`src/rtl/beep_detector.sv`:
```
// Beep (square-wave tone) detector: measures half-periods of beep_in,
// qualifies a tone after enough in-range periods, reports its length.
//
// Ports:
//   clkout         in   sampling clock, rising edge
//   rst_n          in   asynchronous active-low reset
//   beep_in        in   asynchronous square-wave tone input
//   enable         in   detection enable (low forces IDLE)
//   tone_present   out  high while a qualified tone is active
//   tone_start     out  one-cycle pulse when a tone qualifies
//   tone_end       out  one-cycle pulse when an active tone ends
//   duration       out  length of last completed tone, full periods
//   duration_valid out  one-cycle pulse when duration updates
//   half_period    out  last measured edge-to-edge interval, clkout cycles
module beep_detector #(
   parameter int MIN_HALF   = 40,
   parameter int MAX_HALF   = 60,
   parameter int MIN_CYCLES = 8
) (
   input  logic        clkout,
   input  logic        rst_n,
   input  logic        beep_in,
   input  logic        enable,
   output logic        tone_present,
   output logic        tone_start,
   output logic        tone_end,
   output logic [19:0] duration,
   output logic        duration_valid,
   output logic [15:0] half_period
);

   localparam logic [15:0] MIN_H    = 16'(MIN_HALF);
   localparam logic [15:0] MAX_H    = 16'(MAX_HALF);
   localparam logic [15:0] GOOD_TGT = 16'(2 * MIN_CYCLES);

   typedef enum logic [1:0] {
      IDLE    = 2'd0,
      QUALIFY = 2'd1,
      ACTIVE  = 2'd2
   } state_t;

   state_t      state, state_n;
   logic        sync0, sync1, hist;
   logic        edge_det;
   logic [15:0] hcnt;
   logic [15:0] good, good_n, good_inc;
   logic [19:0] dur, dur_n;
   logic [19:0] end_dur;
   logic        h_ok, h_bad, timeout;
   logic        start_ev, end_ev;
   logic        start_pend, end_pend;

   // Both polarities of the synchronized input count as an edge.
   assign edge_det = sync1 ^ hist;

   // hcnt still holds the pre-update interval during the edge cycle.
   assign h_ok     = edge_det && (hcnt >= MIN_H) && (hcnt <= MAX_H);
   assign h_bad    = edge_det && !h_ok;
   assign timeout  = !edge_det && (hcnt > MAX_H);
   assign good_inc = good + 16'd1;

   always_ff @(posedge clkout or negedge rst_n) begin
      if (!rst_n) begin
         sync0       <= 1'b0;
         sync1       <= 1'b0;
         hist        <= 1'b0;
         hcnt        <= 16'd0;
         half_period <= 16'd0;
      end else begin
         sync0 <= beep_in;
         sync1 <= sync0;
         hist  <= sync1;
         if (edge_det) begin
            hcnt        <= 16'd1;
            half_period <= hcnt;
         end else if (hcnt != 16'hFFFF) begin
            hcnt <= hcnt + 16'd1;
         end
      end
   end

   always_ff @(posedge clkout or negedge rst_n) begin
      if (!rst_n) begin
         state      <= IDLE;
         good       <= 16'd0;
         dur        <= 20'd0;
         end_dur    <= 20'd0;
         start_pend <= 1'b0;
         end_pend   <= 1'b0;
      end else begin
         state      <= state_n;
         good       <= good_n;
         dur        <= dur_n;
         start_pend <= start_ev;
         end_pend   <= end_ev;
         // Round up: dur counts half-periods of the tone.
         if (end_ev)
            end_dur <= 20'((21'(dur) + 21'd1) >> 1);
      end
   end

   always_comb begin
      state_n  = state;
      good_n   = good;
      dur_n    = dur;
      start_ev = 1'b0;
      end_ev   = 1'b0;
      if (!enable) begin
         state_n = IDLE;
         good_n  = 16'd0;
         dur_n   = 20'd0;
         end_ev  = (state == ACTIVE);
      end else begin
         unique case (state)
            IDLE: begin
               // First edge is only a timing reference.
               if (edge_det) begin
                  state_n = QUALIFY;
                  good_n  = 16'd0;
               end
            end
            QUALIFY: begin
               if (h_ok) begin
                  good_n = good_inc;
                  if (good_inc == GOOD_TGT) begin
                     state_n  = ACTIVE;
                     dur_n    = 20'(good_inc);
                     start_ev = 1'b1;
                  end
               end else if (h_bad) begin
                  good_n = 16'd0;
               end else if (timeout) begin
                  state_n = IDLE;
                  good_n  = 16'd0;
               end
            end
            ACTIVE: begin
               if (h_ok) begin
                  if (dur != 20'hFFFFF)
                     dur_n = dur + 20'd1;
               end else if (h_bad || timeout) begin
                  state_n = IDLE;
                  good_n  = 16'd0;
                  dur_n   = 20'd0;
                  end_ev  = 1'b1;
               end
            end
            default: begin
               state_n = IDLE;
               good_n  = 16'd0;
               dur_n   = 20'd0;
            end
         endcase
      end
   end

   // Outputs trail the state register by one cycle.
   always_ff @(posedge clkout or negedge rst_n) begin
      if (!rst_n) begin
         tone_present   <= 1'b0;
         tone_start     <= 1'b0;
         tone_end       <= 1'b0;
         duration_valid <= 1'b0;
         duration       <= 20'd0;
      end else begin
         tone_present   <= (state == ACTIVE);
         tone_start     <= start_pend;
         tone_end       <= end_pend;
         duration_valid <= end_pend;
         if (end_pend)
            duration <= end_dur;
      end
   end

endmodule

```
`config.mk`:
```
export PLATFORM = sky130hd
export DESIGN_NAME = beep_detector
export DESIGN_NICKNAME = d
export VERILOG_FILES = /design/src/rtl/beep_detector.sv
export SDC_FILE = /design/constraint.sdc
export NUM_CORES = 1
export LEC_CHECK = 0
export CORE_UTILIZATION = 53
export DETAILED_ROUTE_END_ITERATION = 10
export PLACE_DENSITY = 0.76
export SETUP_SLACK_MARGIN = 0.1
export SKIP_CTS_REPAIR_TIMING = 1
export SLEW_MARGIN = 10
export SYNTH_ARGS = -nofsm -noshare
export SYNTH_HDL_FRONTEND = slang
export SYNTH_SLANG_ARGS = --single-unit
```
`constraint.sdc`:
```
create_clock -name clkout -period 2.4 [get_ports clkout]
set_clock_uncertainty 0.1 [all_clocks]
set_input_delay 0.24 -clock clkout [delete_from_list [all_inputs] [get_ports clkout]]
set_output_delay 0.24 -clock clkout [all_outputs]
set_load 0.02 [all_outputs]
```
== Word-level counts from Yosys, hierarchy flattened ==
Cells that the tools add are included.

* Add/subtract/negate cells: 4
* $mul: 0
* Div/mod/pow operators: 0
* Magnitude comparators: 3
* Equality and inequality tests: 17
* Shifts and indexed selects: 0
* Muxes and demuxes: 34
* Bitwise gates (word level): 1
* Reduce and logical (&&, ||, !) cells: 12

{| class="wikitable"
|+ Operators by type and width
! cell !! count
|-
| $mux W16 || 9
|-
| $mux W20 || 6
|-
| $pmux W20 S3 || 1
|-
| $pmux W16 S3 || 1
|-
| $add A16 B1 Y16 const B || 2
|-
| $add A20 B1 Y21 const B || 1
|-
| $add A20 B1 Y20 const B || 1
|-
| $ne A20 B20 Y1 const B || 1
|-
| $eq A16 B5 Y1 const B || 1
|-
| $ge A16 B6 Y1 const B || 1
|-
| $gt A16 B6 Y1 const B || 1
|-
| $le A16 B6 Y1 const B || 1
|-
| $mux W2 || 8
|-
| $ne A16 B16 Y1 const B || 1
|-
| $ne A3 B3 Y1 const B || 4
|-
| $ne A4 B4 Y1 const B || 3
|-
| $mux W1 || 8
|-
| $ne A4 B3 Y1 const B || 2
|-
| $pmux W2 S3 || 1
|-
| $reduce_and A6 Y1 || 1
|-
| $ne A5 B5 Y1 const B || 1
|-
| $reduce_and A5 Y1 || 1
|-
| $logic_and A1 B1 Y1 || 4
|-
| $reduce_and A4 Y1 || 1
|-
| 9 further kinds || 10
|}

* Bits in registers: 118
* Latch bits: 0
* Memory bits (writable): 0
* Bits in read-only memories: 0
* Memories: 0

== Logic depth before layout (Yosys ltp) ==
* Depth after elaboration: 10
* Gate-level depth with buffers: 10
* Mapped depth without buffers: 8

== Worst setup path after synthesis ==
Ideal clock, no wire load.

* Kind: register to register
* Start point: reg good[0]
* End point: reg dur[0]
* Library setup time: 125 ps
* Arrival: 2,418 ps
* Setup slack: -243 ps
* Stages on the path, launching flop included: 11
* Buffers on the path: 2
* Period minus slack after synthesis: 2,643 ps
* Path through: dfrtp_1 ha_1 buf_2 nand2_1 nor4_4 mux2i_1 a22oi_2 a31oi_4 nand2b_4 buf_6 mux2_2

* Cells in the longest elaborated chain, start to end: 5

{| class="wikitable"
|+ Ends and longest elaborated chain
! what !! line !! source
|-
| start, declared || 46 || <nowiki>logic [15:0] good, good_n, good_inc;</nowiki>
|-
| start signal, assigned || 92 || <nowiki>good <= good_n;</nowiki>
|-
| $add A16 B1 Y16 * || 60 || <nowiki>assign good_inc = good + 16'd1;</nowiki>
|-
| parallel branches: the longest is 4 deep, another holds $eq A16 B5 Y1 || -- ||
|-
| end signal, assigned || 93 || <nowiki>dur <= dur_n;</nowiki>
|-
| end, declared || 47 || <nowiki>logic [19:0] dur, dur_n;</nowiki>
|}

Mark *: on every way between the ends. The select of a mux whose other input is x is not followed.
A chain may end at the register's enable or synchronous reset.

== Worst setup path after layout ==
Ends and elaborated chain as after synthesis.

==> metrics.cfg <==
[run_status]
outcome=finished with violations
violations=setup timing

[drt]
via_count=5247
drt-wirelength-per-cell_um=17.5
drc=0
dr.pass1.iters=6
ant_nets=0
drt_iter0_markers=374
wl_um=15900
via_per_inst=5.75

[die]
dieArea_sq_um=12000
ios=44
core_area_sq_um=11000
die_h_um=109
fp.dieW_um=109
row_count=38
start_util=0.555

[critical_path]
cp_max_fo=7
crit_type=register to register
crit_start=good[0]
cp.buffers_inverters=0
timing.rr.start=good[0]
required_ns=2.60
cp_top_family=simple AND/OR/NAND/NOR gates
critPathArrivalTime_ns=2.67
startpoint_type=register
slowest_stage=dfrtp_2
critPathCaptureType=register
cp_slowest_stage_delay_ns=0.43
cp_cell_sequence=ha_4, nand2_4, nor4_4, mux2i_1, a22oi_2, a31oi_4, nand2b_4, mux2_4

[synth]
yosysWarnings=0
ys_top_cells_by_area=dfrtp_1 (48%), nand2_1 (6.1%), o21ai_0 (5.1%), mux2_2 (4.8%), xor2_1 (3.9%)
synth.largest_area_cell=dfrtp_1
synth_compound_gate_area_share=0.141
synth_nets=650
ys_ff_latch=118
async_flop_share=1.00
yosys-top-cells-count=dfrtp_1 (118), nand2_1 (99), o21ai_0 (63)
synth.distinct_cells=63
synth_area_sq_um=6120
synthSimpleGateAreaFrac=0.197
synthMuxAreaShare=0.0584
ys_seq_area_frac=0.482
synth_top_area_frac=0.482
synth_flop_cell=dfrtp_1
yosysMostFrequentCell=dfrtp_1
syn_inst=637
synth_xor_area_frac=0.0658
synth_fa_ha_area_frac=0.0184
synth.avg_cell_area_sq_um=9.61
synth_top_family_by_area=simple AND/OR/NAND/NOR gates
synth_edf_count=0

[power_and_ir_drop]
switching_power_uw=1330
power.total_uw=5380
comb_power_share=0.128
switching_share=0.246
intPower_uw=4050
clockPowerShare=0.491
seq_power_share=0.381
ir_worst_vdd_v=0.000438
p_per_area_nw_per_um2=644
p_leak_uw=0.00379

[place]
dp_hpwl_um=10700
gp_congestion=0.974
io_buffers=43
dp_cells=867

[clocking]
cts_root_buf=clkbuf_16
clock_sinks=118
cts_buffer_depth=2
cts.clk_slew.worst_paths_ns=0.05
clock_latency_ns=0.42
cts_tree=done
numCtsBuffers=17
cts-htree-levels=4

[sta]
fin_crit_ns=2.48
clock.fmax_ghz=0.404
worst_pin_slew_ns=0.862
maxSlewViolCount=0
hold_viol_final=0
rsz0062_at_grt=true
fin_crit_sh=1.03
finalSetupViolCount=13
setup_ws_ns=-0.0776
relSlewSlack=0.425

[run]
cap_violations=0

[final_layout]
instances_no_fill=912
area_delta_synth_final_pct=36.4
final_util=0.757
nets=774
num_antenna_cells=0
drive_gt1_frac=0.290

[global_route]
grt_pass1_wl_um=24800
grt-ovfl-total=0
grt_max_degree=119
antenna_found_initial=0
grt_pass1_vias=5143
track_usage=0.275

[min_path]
hold_path.class=primary input to register
hp-start=beep_in

[routing by layer]
metal  wire [um]  up-vias  track usage
met1        6970     2572        0.368
met4         414        0        0.107
met5           0        -            0
met3         792       37       0.0605
li1            -     2486            -
met2        7760      152        0.435
[cells in the final DEF, fill, tap and decap left out, drive strengths merged, types with 19 or more instances in the layout]
master / count
xor2: 27
xnor2: 19
nand3: 26
nor2: 50
buf: 101
mux2: 27
nand2: 99
clkbuf: 21
dfrtp: 118
clkdlybuf4s50: 42
o21ai: 64
[cell families (layout without fill, tap and decap cells)]
kind of cell / after synthesis / count (layout)
AO/OA/AOI/OAI: 132 / 132
buffers and inverters: 52 / 186
flip-flops: 118 / 118
AND/OR/NAND/NOR: 248 / 249
multiplexers: 32 / 32
adder cells (fa/ha/maj): 9 / 9
XOR/XNOR: 46 / 46
[power by group through the flow]
| stage | clock (uW) | combinational [uW] | sequential, uW |
|---|---|---|---|
| floorplan | 0 | 308 | 2100 |
| global placement | 0 | 552 | 2080 |
| detailed placement | 0 | 564 | 2080 |
| CTS | 2680 | 567 | 2050 |
| global route | 2760 | 737 | 2050 |
| finish | 2640 | 687 | 2050 |
[metrics by stage]
stage	setup TNS, ns	area (sq um)	worst slack, ns	hold WS, ns
floorplan	-0.316	6190	-0.0527	-0.156
global placement	-0.0613	7310	-0.0111	0.233
detailed placement	-0.890	7310	-0.123	0.238
CTS	-1.26	7920	-0.112	-0.156
global route	-1.83	8350	-0.138	0.172
finish	-0.622	8350	-0.0776	0.161
[worst reg2reg max path: stages (launching register included)]
cell and delay (ns):
dfrtp_2 0.43, ha_4 0.21, nand2_4 0.08, nor4_4 0.37
mux2i_1 0.25, a22oi_2 0.13, a31oi_4 0.21, nand2b_4 0.25
mux2_4 0.32
[state kept, by name, summed over array words and instances, names as in the netlist, 2 cells and up]
| register | flops |
|---|---|
| state | 2 |
| duration | 20 |
| half_period | 16 |
| end_dur | 20 |
| dur | 20 |
| hcnt | 16 |
| good | 16 |
[path summary, 6_finish.rpt]
check / endpoint / cells past startpoint / slack [ns]
worst max-delay path: dur[0] / 8 / -0.08
worst min-delay path: sync0 / 1 / 0.16
worst max register to register: dur[0] / 8 / -0.08
worst min register to register: tone_start / 0 / 0.25
max in group asynchronous: good[1] / 3 / 1.36
min in group asynchronous: end_dur[8] / 3 / 0.37
[final cells by class]
type                            instances  area (sq um)
Clock buffer                           21           460
Clock inverter                          9           151
Fill cell                             751          2680
Inverter                               12          45.0
Multi-Input combinational cell        468          3310
Sequential cell                       118          2960
Tap cell                              140           175
Timing Repair Buffer                  144          1250
No activity file was read; power rests on OpenSTA's default activity.
